==> src/rtl/four_digit_led_scan_decoder.sv <==
// Receive-side monitor for a multiplexed four-digit seven-segment bus: samples the lines,
// captures each digit once its drive has settled, and emits decoded 4-character frames.
module four_digit_led_scan_decoder #(
   parameter int unsigned SETTLE  = 4,
   parameter int unsigned TIMEOUT = 65536
) (
   input  logic        clk,
   input  logic        reset,
   input  logic        an3,
   input  logic        an2,
   input  logic        an1,
   input  logic        an0,
   input  logic        a,
   input  logic        b,
   input  logic        c,
   input  logic        d,
   input  logic        e,
   input  logic        f,
   input  logic        g,
   input  logic        dp,
   output logic [19:0] frame,
   output logic [3:0]  frame_dp,
   output logic        frame_valid,
   output logic        frame_changed,
   output logic        err_multi,
   output logic        stalled
);

   localparam int unsigned SW = 12;
   localparam int unsigned CW = 8;
   localparam int unsigned WW = $clog2(TIMEOUT + 1);
   localparam logic [CW-1:0] CAP_CNT = CW'(SETTLE - 1);
   localparam logic [WW-1:0] WD_MAX  = WW'(TIMEOUT);

   function automatic logic [4:0] seg_decode(input logic [6:0] i_pat);
      logic [4:0] v_code;
      case (i_pat)
         7'b1111110: v_code = 5'h00;
         7'b0110000: v_code = 5'h01;
         7'b1101101: v_code = 5'h02;
         7'b1111001: v_code = 5'h03;
         7'b0110011: v_code = 5'h04;
         7'b1011011: v_code = 5'h05;
         7'b1011111: v_code = 5'h06;
         7'b1110000: v_code = 5'h07;
         7'b1111111: v_code = 5'h08;
         7'b1111011: v_code = 5'h09;
         7'b1110111: v_code = 5'h0A;
         7'b0011111: v_code = 5'h0B;
         7'b1001110: v_code = 5'h0C;
         7'b0111101: v_code = 5'h0D;
         7'b1001111: v_code = 5'h0E;
         7'b1000111: v_code = 5'h0F;
         7'b0000000: v_code = 5'h10;
         7'b0000001: v_code = 5'h11;
         default:    v_code = 5'h1F;
      endcase
      return v_code;
   endfunction

   logic [SW-1:0] r_s;
   logic [CW-1:0] r_cnt;
   logic          r_armed;
   logic [WW-1:0] r_wd;
   logic [4:0]    r_slot [4];
   logic [3:0]    r_slot_dp;
   logic [3:0]    r_slot_valid;
   logic          r_have_prev;

   logic [SW-1:0] w_in;
   logic [3:0]    w_act;
   logic [1:0]    w_idx;
   logic          w_one;
   logic          w_multi;
   logic          w_chg;
   logic          w_cap;
   logic          w_full;
   logic          w_wd_hit;
   logic          w_changed;
   logic [CW-1:0] w_cnt_nxt;
   logic [WW-1:0] w_wd_nxt;
   logic [4:0]    w_code;
   logic [3:0]    w_sel;
   logic [3:0]    w_valid_nxt;
   logic [3:0]    w_dp_nxt;
   logic [19:0]   w_frame_nxt;

   assign w_in   = {an3, an2, an1, an0, a, b, c, d, e, f, g, dp};
   assign w_act  = ~w_in[11:8];
   assign w_chg  = (w_in != r_s);
   assign w_code = seg_decode(~w_in[7:1]);

   // One-hot anode decode; anything else is blank or a multi-drive error
   always_comb begin
      w_one = 1'b1;
      w_idx = 2'd0;
      case (w_act)
         4'b0001: w_idx = 2'd0;
         4'b0010: w_idx = 2'd1;
         4'b0100: w_idx = 2'd2;
         4'b1000: w_idx = 2'd3;
         default: w_one = 1'b0;
      endcase
   end

   assign w_multi   = (w_act != 4'b0000) && !w_one;
   assign w_cnt_nxt = (w_chg || w_multi) ? '0 :
                      ((r_cnt == '1) ? r_cnt : r_cnt + CW'(1));
   // Comparing the incoming sample with S makes the counter track S's stability directly
   assign w_cap     = !w_chg && r_armed && w_one && (w_cnt_nxt == CAP_CNT);

   assign w_sel       = 4'b0001 << w_idx;
   assign w_valid_nxt = r_slot_valid | w_sel;
   assign w_full      = w_cap && (w_valid_nxt == 4'b1111);

   always_comb begin
      w_frame_nxt = '0;
      w_dp_nxt    = r_slot_dp;
      for (int i = 0; i < 4; i++) begin
         w_frame_nxt[5*i +: 5] = w_sel[i] ? w_code : r_slot[i];
      end
      w_dp_nxt[w_idx] = ~w_in[0];
   end

   assign w_changed = !r_have_prev || ({w_frame_nxt, w_dp_nxt} != {frame, frame_dp});
   assign w_wd_nxt  = (r_wd == WD_MAX) ? r_wd : r_wd + WW'(1);
   assign w_wd_hit  = (w_wd_nxt == WD_MAX);

   always_ff @(posedge clk or posedge reset) begin
      if (reset) begin
         r_s       <= '1;
         r_cnt     <= '0;
         r_armed   <= 1'b1;
         err_multi <= 1'b0;
      end else begin
         r_s       <= w_in;
         r_cnt     <= w_cnt_nxt;
         err_multi <= w_multi;
         if (w_chg) begin
            r_armed <= 1'b1;
         end else if (w_cap) begin
            r_armed <= 1'b0;
         end
      end
   end

   // Slot assembly, frame emission and watchdog; a capture always beats watchdog expiry
   always_ff @(posedge clk or posedge reset) begin
      if (reset) begin
         for (int i = 0; i < 4; i++) begin
            r_slot[i] <= '0;
         end
         r_slot_dp     <= '0;
         r_slot_valid  <= '0;
         r_have_prev   <= 1'b0;
         r_wd          <= '0;
         frame         <= {4{5'h10}};
         frame_dp      <= '0;
         frame_valid   <= 1'b0;
         frame_changed <= 1'b0;
         stalled       <= 1'b0;
      end else begin
         frame_valid   <= 1'b0;
         frame_changed <= 1'b0;
         if (w_cap) begin
            r_slot[w_idx]    <= w_code;
            r_slot_dp[w_idx] <= ~w_in[0];
            r_wd             <= '0;
            stalled          <= 1'b0;
            if (w_full) begin
               r_slot_valid  <= '0;
               frame         <= w_frame_nxt;
               frame_dp      <= w_dp_nxt;
               frame_valid   <= 1'b1;
               frame_changed <= w_changed;
               r_have_prev   <= 1'b1;
            end else begin
               r_slot_valid <= w_valid_nxt;
            end
         end else begin
            r_wd <= w_wd_nxt;
            if (w_wd_hit) begin
               stalled      <= 1'b1;
               r_slot_valid <= '0;
            end
         end
      end
   end

endmodule
==> config.mk <==
export PLATFORM = sky130hd
export DESIGN_NAME = four_digit_led_scan_decoder
export DESIGN_NICKNAME = d
export VERILOG_FILES = /design/src/rtl/four_digit_led_scan_decoder.sv
export SDC_FILE = /design/constraint.sdc
export NUM_CORES = 1
export LEC_CHECK = 0
export BUFFER_PORTS_ARGS = -buffer_cell sky130_fd_sc_hd__buf_4
export CORE_MARGIN = 1
export CORE_UTILIZATION = 47
export CTS_BUF_LIST = sky130_fd_sc_hd__clkbuf_8
export DETAILED_ROUTE_END_ITERATION = 12
export PLACE_DENSITY = 0.76
export SKIP_LAST_GASP = 1
export SYNTH_ARGS = -nofsm -noshare
export SYNTH_HDL_FRONTEND = slang
export SYNTH_SLANG_ARGS = --single-unit
==> constraint.sdc <==
create_clock -name clk -period 3.89 [get_ports clk]
set_clock_uncertainty 0.05 [all_clocks]
set_input_delay 0.389 -clock clk [delete_from_list [all_inputs] [get_ports clk]]
set_output_delay 0.389 -clock clk [all_outputs]
set_load 0.005 [all_outputs]
==> results of run 1 <==
-- through the flow --
step                worst slack (ns)  hold WS (ns)
finish                         0.935         0.124
global route                   0.703         0.115
CTS                            0.950         0.114
detailed placement             0.673         0.410
global placement               0.697         0.399
floorplan                       1.00         0.343
-- cell type report --
cell class / instances / area (um^2) / share of cell area (%)
Multi-Input combinational cell: 477 / 3010 / 48.1
Sequential cell: 95 / 2400 / 38.3
Timing Repair Buffer: 52 / 390 / 6.23
Tap cell: 143 / 179 / 2.86
Clock buffer: 9 / 124 / 1.98
Clock inverter: 7 / 96.3 / 1.54
Inverter: 17 / 66.3 / 1.06
-- cell usage in the layout (no fill, tap or decap), drive strengths merged, types with 5 or more instances in the layout --
master   n
o22ai   13
nor2    69
and3    11
nand3   20
dfrtp   78
xor2    27
nor2b    7
inv     18
nor4b    5
a21o     6
clkbuf   9
nor4     8
a21oi   31
dfstp   17
xnor2   32
nor3    17
nand2   79
mux2i    6
nand4    9
o21ai   59
buf     52
nor3b    6
-- worst register-to-register path, delay by kind of cell, from the launching register on --
kind | cells | cell delay (ns)
compound gates | 3 | 0.49
xor+xnor | 1 | 0.16
fa+ha+maj | 1 | 0.24
buf+inv | 1 | 0.28
flops | 1 | 0.44
simple gates | 5 | 1.23
-- power by group through the flow --
stage / clock network (mW) / registers (mW) / logic (mW)
global placement: 0 / 1.02 / 0.173
global route: 0.772 / 1.00 / 0.195
floorplan: 0 / 1.02 / 0.130
CTS: 0.739 / 1.00 / 0.177
finish: 0.728 / 1.00 / 0.177
detailed placement: 0 / 1.02 / 0.177
-- final timing paths --
kind	from	endpoint	slack, ns	cells past startpoint
max	r_cnt[0]	frame[0]	0.93	11
min in group clk	an0	r_s[8]	0.13	1
min reg2reg	r_have_prev	r_have_prev	0.42	1
max in group asynchronous	reset	frame[4]	2.72	3
min	reset	r_wd[7]	0.12	2
max reg2reg	r_cnt[0]	frame[0]	0.93	11
-- cell families (layout without fill, tap and decap cells) --
group / after synthesis / in the layout / share of synthesized area, %
muxes: 7 / 7 / 1.25
buffers and inverters: 58 / 85 / 5.47
AOI/OAI and AO/OA: 150 / 150 / 17.4
adders and majority gates: 3 / 3 / 0.656
xor gates and xnor gates: 59 / 59 / 9.03
DFF: 95 / 95 / 41.9
and+or+nand+nor: 258 / 258 / 24.3
-- sequential cells by signal, summed over array words and instances, names as in the netlist --
| signal | cells |
|---|---|
| frame_changed | 1 |
| r_armed | 1 |
| r_cnt | 8 |
| frame | 20 |
| frame_dp | 4 |
| err_multi | 1 |
| frame_valid | 1 |
| stalled | 1 |
| r_have_prev | 1 |
| r_slot | 20 |
| r_slot_valid | 4 |
| r_slot_dp | 4 |
| r_s | 12 |
| r_wd | 17 |
-- per-layer routing --
layer,vias up,wire length (um)
met3,16,793
li1,2272,-
met2,160,6310
met4,0,201
met1,2254,6310
met5,-,0
==> impl_results.md, run 1 <==
- Layout cells sized above 1: 17.4%
- Latest clock arrival within the worst-skew pair: 0.39 ns
- Die Y: 112 um
- CP max stage cell: dfrtp_1
- Crit path largest cell delay: 0.44 ns
- Count of input and output buffers: 41
- Total Wirelength: 13600 um
- Synth Area per Inst: 9.08 um^2
- Die Wd: 112 um
- Placed Instances: 784
- RSZ-0062 raised after global routing: no
- Post-Route Utilization: 53.7%
- Max Root-Sink Buffers: 2
- Critical path buffer and inverter count: 1
- Delay-heaviest family, CP: simple AND/OR/NAND/NOR gates
- Clock slew at reported path FFs: 0.10 ns
- Switching Fraction: 25.5%
- Netlist Area Pre-Place: 5720 um^2
- Reg power frac: 52.6%
- Post-synth EDFFs: 0
- Final Max Slew Viols: 0
- CTS tree: built
- Most used flip-flop cell after synthesis: dfrtp_1
- Leak: 2.67 nW
- N_diodes: 0
- I/O Pins: 42
- Total global-route track usage: 22.8%
- Fin cells: 800
- DR vias/cell: 5.88
- Crit path launch type: flop
- Initial core utilization: 49.1%
- Post-CTS setup buffer count: 0
- Design Area, Final: 6260 um^2
- Yosys reg bits: 95
- Initial antenna violation count: 0
- Commonest cells in the netlist: 78 x dfrtp_1, 78 x nand2_1, 68 x nor2_1
- Fillers: 1063
- Max-cap check violation count: 0
- Yosys top cell area share: 34.1%
- Final hold viol count: 0
- Crit path kind: reg -> reg
- Clock power frac: 38.1%
- H-tree depth: 3
- Run status: complete, but fails checks
- Placed cell area: 6040 um^2
- Crit path capture type: flop
- Violated checks: design-rule violations
- Grt ovf: 0
- Routed Antenna Nets: 0
- Crit path cell chain: ha_1 > and2_1 > and4_1 > nor2_1 > xnor2_1 > a31oi_1 > nor3_2 > nand2_1 > buf_4 > a211oi_1 > a21o_1
- Die Area: 12600 um^2
- Syn_nets: 647
- Nets: 669
- Critical path data arrival time: 3.22 ns
- CTS sink count: 95
- Switching power: 486 uW
- DRC viols: 2
- Global routing usage on met3: 4.32%
- Internal power: 1.42 mW
- Synth area leaders: dfrtp_1 34%, dfstp_2 7.8%, nand2_1 5.1%
- Hold bufs inserted after CTS: 0
- Placer Congestion: 0.946
- Vias in the first global route: 4494
- Ys Warns: 0
- Setup violators final: 0
- FMAX: 338 MHz
- Syn Inst Count: 630
- Clk Tree Root Cell: clkbuf_8
- Fin crit share: 76.0%
- Global routing usage on met1: 31.2%
- Most used routing layer: met2
- Async SR Flop Fraction: 100%
- Rel. slew slack: 43.1%
- Area Overhead vs Synth: 9.49%
- Num CTS Buffers: 9
- TritonRoute pass-1 iters: 9
- VDD IR-drop max: 0.000168 V
- HPWL Detailed: 9910 um
- Logic pwr share: 9.3%
- Worst-path maximum fanout: 47
- Resized cells post-CTS: 0
- Yosys cell types: 82
- Min Tclk post-route: 2.96 ns
- First-pass GRT wire length: 22700 um
- Worst-margin pin slew: 0.853 ns
- Total power draw: 1.91 mW
- Row cnt: 39
- Sum Neg Setup Slack: 0 ns
- Core area: 11700 um^2
- Register area share after synthesis: 41.9%
- DR iter-0 viols: 423
- Via count: 4702
- Drt wl/cell: 17.0 um
- CP Data Required Time: 4.16 ns
- Worst min-delay path class: in -> async
- Leading area contributor after synthesis: dfrtp_1
- Pwr/cell area: 304 nW/um^2
- Pin count of the biggest net entering global routing: 70
- Met2 Usage GRT: 36.2%
Note: power is estimated with default switching activity, not from simulation.
==> run 2: changes to the inputs <==
--- a/config.mk
+++ b/config.mk
@@ -10,7 +10,7 @@
 export CORE_UTILIZATION = 47
 export CTS_BUF_LIST = sky130_fd_sc_hd__clkbuf_8
 export DETAILED_ROUTE_END_ITERATION = 12
-export PLACE_DENSITY = 0.76
+export PLACE_DENSITY = 0.78
 export SKIP_LAST_GASP = 1
 export SYNTH_ARGS = -nofsm -noshare
 export SYNTH_HDL_FRONTEND = slang
==> constraint.sdc (replaced) <==
create_clock -name clk -period 2.6 [get_ports clk]
set_clock_uncertainty 0.05 [all_clocks]
set_input_delay 0.26 -clock clk [delete_from_list [all_inputs] [get_ports clk]]
set_output_delay 0.26 -clock clk [all_outputs]
set_load 0.005 [all_outputs]
==> run 2 against run 1 <==
  * The flow still finishes with violations (design-rule violations)
  * Largest cell class unchanged
  * Routed wire length grew 6.1%
  * Clock power grew 28%
  * Critical endpoint is now r_slot[14]
  * Highest routed layer unchanged
  * Cell area grew 8.9%
==> impl_results.md, run 2 (synthesis results as in run 1) <==
- Run status: complete, but fails checks
- Violated checks: design-rule violations
- Crit path top cell by count: nand2_1
- H-tree depth: 3 (unchanged)
- Total global-route track usage: 23.8% (+1.1 points)
- Vias in the first global route: 4742 (+5.5%)
- Count of input and output buffers: 41 (unchanged)
- Reg power frac: 54.3% (+1.7 points)
- RSZ-0062 raised after global routing: yes
- Die Wd: 112 um (unchanged)
- DR iter-0 viols: 388 (-8.3%)
- Most frequent cells in the layout: 112 x buf_4, 78 x nand2_1, 78 x dfrtp_1
- Crit path capture type: flop
- Pin count of the biggest net entering global routing: 96 (+37%)
- First-pass GRT wire length: 23800 um (+4.7%)
- Storage cell area: 2400 um^2 (unchanged)
- Clock slew at reported path FFs: 0.10 ns (about the same)
- Crit path launch type: flop
- Grt ovf: 0 (unchanged)
- Metal3 WL: 896 um (+13%)
- Crit path largest cell delay: 0.39 ns (-0.05 ns)
- Crit path kind: reg -> reg
- Crit path cell chain: ha_1 > and2_1 > and4_1 > nor2_2 > xnor2_1 > a31oi_1 > nor3_2 > buf_4 > nand2_1 > nand2_1 > o21ai_0
- Hold Slack: 0.0359 ns (-0.0877 ns)
- Regs by FF count: frame: 20 flops, r_slot: 20 flops, r_wd: 17 flops
- Row cnt: 39 (unchanged)
- Drt wl/cell: 16.6 um (-2.4%)
- CP Data Required Time: 2.81 ns (-1.35 ns)
- Worst-path maximum fanout: 13 (-72%)
- Core area: 11700 um^2 (unchanged)
- Layout cells sized above 1: 24.8% (+7.4 points)
- Worst-margin pin slew: 0.578 ns (-0.275 ns)
- FMAX: 385 MHz (+14%)
- Max Root-Sink Buffers: 2 (unchanged)
- Highest Signal Layer: met4
- Latest clock arrival within the worst-skew pair: 0.38 ns (about the same)
- Critical path data arrival time: 2.80 ns (-0.42 ns)
- Clock power frac: 33.8% (-4.3 points)
- VDD IR-drop max: 0.000268 V (+60%)
- Final hold viol count: 0 (unchanged)
- Multi-input gate area: 3050 um^2 (+1.3%)
- Pwr/cell area: 405 nW/um^2 (+33%)
- Area Overhead vs Synth: 19.3%
- Internal power: 2.06 mW (+45%)
- Most common cell after layout, fill and taps aside: buf_4
- Die Y: 112 um (unchanged)
- Rel. slew slack: 61.2% (+18 points)
- Clk Tree Root Cell: clkbuf_8
- M1 WL: 6720 um (+6.4%)
- Via count: 4947 (+5.2%)
- Fin crit share: 99.8% (+24 points)
- DR vias/cell: 5.69 (-3.1%)
- Num CTS Buffers: 9 (unchanged)
- Switching power: 702 uW (+45%)
- Placed cell area: 6540 um^2 (+8.2%)
- CTS sink count: 95 (unchanged)
- Logic pwr share: 11.9% (+2.6 points)
- Fillers: 991 (-6.8%)
- Initial antenna violation count: 0 (unchanged)
- Final Max Slew Viols: 0 (unchanged)
- CTS tree: built
- Worst min-delay path class: in -> reg
- Total Wirelength: 14400 um (+6.1%)
- Nets: 738 (+10%)
- Leak: 3.02 nW (+13%)
- HPWL Detailed: 10600 um (+7.4%)
- Routed Antenna Nets: 0 (unchanged)
- Placer Congestion: 0.941 (-0.56%)
- Design Area, Final: 6820 um^2 (+8.9%)
- Min Tclk post-route: 2.60 ns (-0.359 ns)
- N_diodes: 0 (unchanged)
- I/O Pins: 42 (unchanged)
- Switching Fraction: 25.4% (about the same)
- Die Area: 12600 um^2 (unchanged)
- Met2 WL: 6690 um (+5.9%)
- DRC viols: 2 (unchanged)
- CP max stage cell: dfrtp_1
- Max-cap check violation count: 0 (unchanged)
- Setup violators final: 0 (unchanged)
- TritonRoute pass-1 iters: 9 (unchanged)
- Initial core utilization: 49.1% (unchanged)
-- run 2: routing by layer --
layer | up-vias | GRT usage [%]
li1 | 2409 | -
met1 | 2389 | 32.1
met2 | 136 | 38.4
met3 | 13 | 6.43
met4 | 0 | 5.24
met5 | - | 0
-- run 2: worst paths after layout --
kind	end	slack, ns	from	cells past startpoint
min in group asynchronous	r_wd[3]	0.53	reset	4
max in group asynchronous	frame[4]	1.57	reset	4
max reg2reg	r_slot[14]	0.004	r_cnt[0]	11
min	r_s[4]	0.04	d	1
min reg2reg	r_slot[16]	0.44	r_slot[16]	2
max	r_slot[14]	0.004	r_cnt[0]	11
-- run 2: power by group through the flow --
stage	Sequential, mW	Clock (mW)	Combinational [mW]
2_1_floorplan	1.53	0	0.195
3_3_place_gp	1.53	0	0.310
5_1_grt	1.50	1.02	0.358
4_1_cts	1.50	0.958	0.324
3_5_place_dp	1.53	0	0.315
6_report	1.50	0.932	0.329
-- run 2: repair_timing --
action	4_1_cts	5_1_grt
hold buffers	7	0
buffers inserted	0	0
resized for setup	1	7
pin swaps	0	0
endpoints found under the setup margin	1	24
hold endpoints to repair	48	0
-- run 2: final cells by class --
cell class	instances	area share, %
tap	143	2.62
sequential	95	35.1
timing repair buffer	121	13.9
inverter	17	0.990
clock inverter	7	0.788
clock buffer	9	1.82
multi-input combinational	477	44.7
-- run 2: critical path, delay by kind of cell, from the launching register on --
kind            cells  cell delay (ns)
simple gates        6             1.26
flops               1             0.39
fa+ha+maj           1             0.23
compound gates      2             0.22
buf+inv             1             0.19
xor+xnor            1             0.13
-- run 2: per-stage QoR --
stage / worst slack, ns / TNS [ns] / cells / total power, mW / utilization, %
3_3_place_gp: -0.229 / -0.229 / 846 / 1.84 / 56.1
2_1_floorplan: 0.0100 / 0 / 630 / 1.72 / -
5_1_grt: -0.152 / -2.41 / 869 / 2.88 / 58.5
3_5_place_dp: -0.227 / -0.239 / 846 / 1.84 / 56.1
4_1_cts: 0.00596 / 0 / 869 / 2.78 / 58.2
6_report: 0.00406 / 0 / 869 / 2.76 / 58.5
==> run 3: changes to the inputs <==
--- a/config.mk
+++ b/config.mk
@@ -6,11 +6,11 @@
 export NUM_CORES = 1
 export LEC_CHECK = 0
 export BUFFER_PORTS_ARGS = -buffer_cell sky130_fd_sc_hd__buf_4
-export CORE_MARGIN = 1
+export CORE_MARGIN = 2
 export CORE_UTILIZATION = 47
 export CTS_BUF_LIST = sky130_fd_sc_hd__clkbuf_8
 export DETAILED_ROUTE_END_ITERATION = 12
-export PLACE_DENSITY = 0.78
+export PLACE_DENSITY = 0.76
 export SKIP_LAST_GASP = 1
 export SYNTH_ARGS = -nofsm -noshare
 export SYNTH_HDL_FRONTEND = slang
==> constraint.sdc (replaced) <==
create_clock -name clk -period 2.7 [get_ports clk]
set_clock_uncertainty 0.05 [all_clocks]
set_input_delay 0.27 -clock clk [delete_from_list [all_inputs] [get_ports clk]]
set_output_delay 0.27 -clock clk [all_outputs]
set_load 0.005 [all_outputs]
==> run 3 against run 2 <==
  * The flow now finishes without violations
  * Global-route usage rose by 0.49 points
  * Fmax fell by 0.47%
  * Die area is 3.6% higher
  * Count of clock-buffer cells in the layout rose by 1
  * Register-to-register slack gained 0.09 ns
  * Combinational power shrank 7.9%
  * Setup slack improved by 0.088 ns
  * Non-clock buffer count decreased by 25
  * Final cell count down 2.4%
  * Critical path type unchanged
  * Largest power group unchanged
==> impl_results.md, run 3 (synthesis results as in run 1) <==
- Rel. slew slack: 52.9% (-8.3 points)
- Max-cap check violation count: 0 (unchanged)
- Crit path launch type: flop
- Final Max Slew Viols: 0 (unchanged)
- I/O Pins: 42 (unchanged)
- Pin count of the biggest net entering global routing: 48 (-50%)
- Regs by FF count: frame: 20 flops, r_slot: 20 flops, r_wd: 17 flops
- Latest clock arrival within the worst-skew pair: 0.39 ns (about the same)
- DR iter-0 viols: 483 (+24%)
- Row cnt: 40 (+2.6%)
- Final hold viol count: 0 (unchanged)
- Crit path cell chain: ha_1 > and2_2 > and4_1 > nor2_2 > xnor2_1 > a31oi_2 > or3_4 > a21o_1 > a22o_1
- Worst-path maximum fanout: 7 (-6)
- Pwr/cell area: 403 nW/um^2 (-0.27%)
- Count of input and output buffers: 41 (unchanged)
- Design Area, Final: 6720 um^2 (-1.5%)
- VDD IR-drop max: 0.000285 V (+6.6%)
- TritonRoute pass-1 iters: 5 (-4)
- Via count: 4943 (-0.081%)
- RSZ-0062 raised after global routing: yes
- Die Wd: 114 um (+1.8%)
- Post-Route Utilization: 56.2% (-2.3 points)
- Drt wl/cell: 17.8 um (+7.2%)
- Critical path data arrival time: 2.84 ns (+0.04 ns)
- Delay-heaviest family, CP: simple AND/OR/NAND/NOR gates
- Layout cells sized above 1: 22.8% (-2.0 points)
- Worst min-delay path class: in -> reg
- Max Root-Sink Buffers: 2 (unchanged)
- Setup violators final: 0 (unchanged)
- Die Y: 114 um (+1.8%)
- Initial core utilization: 47.8% (-1.2 points)
- Leak: 2.92 nW (-3.1%)
- Crit path kind: reg -> reg
- Routed Antenna Nets: 0 (unchanged)
- Worst-margin pin slew: 0.705 ns (+0.128 ns)
- Run status: finished, final reports clean
- Crit path capture type: flop
- H-tree depth: 3 (unchanged)
- Clk Tree Root Cell: clkbuf_8
- Initial antenna violation count: 0 (unchanged)
- Nets: 713 (-3.4%)
- Grt ovf: 0 (unchanged)
- Fin crit share: 96.6% (-3.2 points)
- CP max stage cell: or3_4
- Critical path buffer and inverter count: 0 (-1)
- Core area: 12000 um^2 (+2.6%)
- N_diodes: 0 (unchanged)
- Clock slew at reported path FFs: 0.10 ns (about the same)
- DR vias/cell: 5.83 (+2.4%)
- Placed Instances: 821 (-3.0%)
- Placed cell area: 6350 um^2 (-2.9%)
- Most frequent cells in the layout: 82 x buf_4, 78 x dfrtp_1, 74 x nand2_1
- CTS tree: built
- CTS sink count: 95 (unchanged)
- Fin cells: 848 (-2.4%)
- FMAX: 383 MHz (-0.47%)
- Total Wirelength: 15100 um (+4.6%)
- Most common cell after layout, fill and taps aside: buf_4
- Placer Congestion: 0.929 (-1.3%)
- Vias in the first global route: 4728 (-0.30%)
- Die Area: 13100 um^2 (+3.6%)
- DRC viols: 0 (-2)
- Total global-route track usage: 24.3% (+0.49 points)
- Sum Neg Setup Slack: 0 ns (unchanged)
- Num CTS Buffers: 9 (unchanged)
- Area Overhead vs Synth: 17.5%
- Crit path largest cell delay: 0.45 ns (+0.06 ns)
- First-pass GRT wire length: 24600 um (+3.2%)
- CP Data Required Time: 2.93 ns (+0.12 ns)
- HPWL Detailed: 10900 um (+2.5%)
- Min Tclk post-route: 2.61 ns (+0.0122 ns)
-- run 3: cell types whose count changed in the layout (fill, tap and decap cells not counted), sizes merged --
cell         previous run  this run
clkinvlp                1         2
buf                   114        87
clkbuf                  9        10
dlygate4sd3             7         9
inv                    20        18
-- run 3: final timing paths --
path	to	slack (ns)	from	depth (start not counted)
max	r_slot_valid[0]	0.09	r_cnt[1]	9
min	r_s[11]	0.13	an3	2
max reg2reg	r_slot_valid[0]	0.09	r_cnt[1]	9
min reg2reg	r_slot[7]	0.44	r_slot[7]	2
max in group asynchronous	frame[9]	1.40	reset	4
min in group asynchronous	frame_valid	0.51	reset	3
-- run 3: area by class of cell --
cell class              instances  area [um^2]
fillers                      1063         5240
repair buffers                 96          797
well taps                     147          184
clock inverters                 6         62.6
multi-input cells             477         3070
inverters                      17         67.6
clock buffers                  10          138
flip-flops and latches         95         2400
-- run 3: where the power goes --
| group | leakage [nW] | switching, mW | internal [mW] |
|---|---|---|---|
| registers | 1.25 | 0.00469 | 1.44 |
| clock network | 0.105 | 0.512 | 0.452 |
| logic | 1.57 | 0.183 | 0.120 |
| total | 2.92 | 0.700 | 2.01 |
-- run 3: layer usage --
metal,track usage (%),up-vias,wire [um]
met5,0,-,0
met4,7.97,0,374
met3,4.76,37,665
met2,39.4,144,7300
met1,32.9,2408,6770
li1,-,2354,-
-- run 3: stage by stage --
step | total power [mW] | hold slack [ns] | setup WS, ns
global placement | 1.76 | 0.372 | -0.104
detailed placement | 1.76 | 0.381 | -0.195
CTS | 2.74 | 0.0978 | -0.0117
floorplan | 1.66 | 0.224 | 0.0823
global route | 2.82 | 0.105 | -0.0739
finish | 2.71 | 0.127 | 0.0919
-- run 3: what timing repair did --
item,4_1_cts,5_1_grt
buffers inserted,0,2
pin swaps,0,3
endpoints found under the hold margin,25,0
hold buffers,9,0
gates cloned,0,0
resized for setup,1,16
endpoints found under the setup margin,3,47
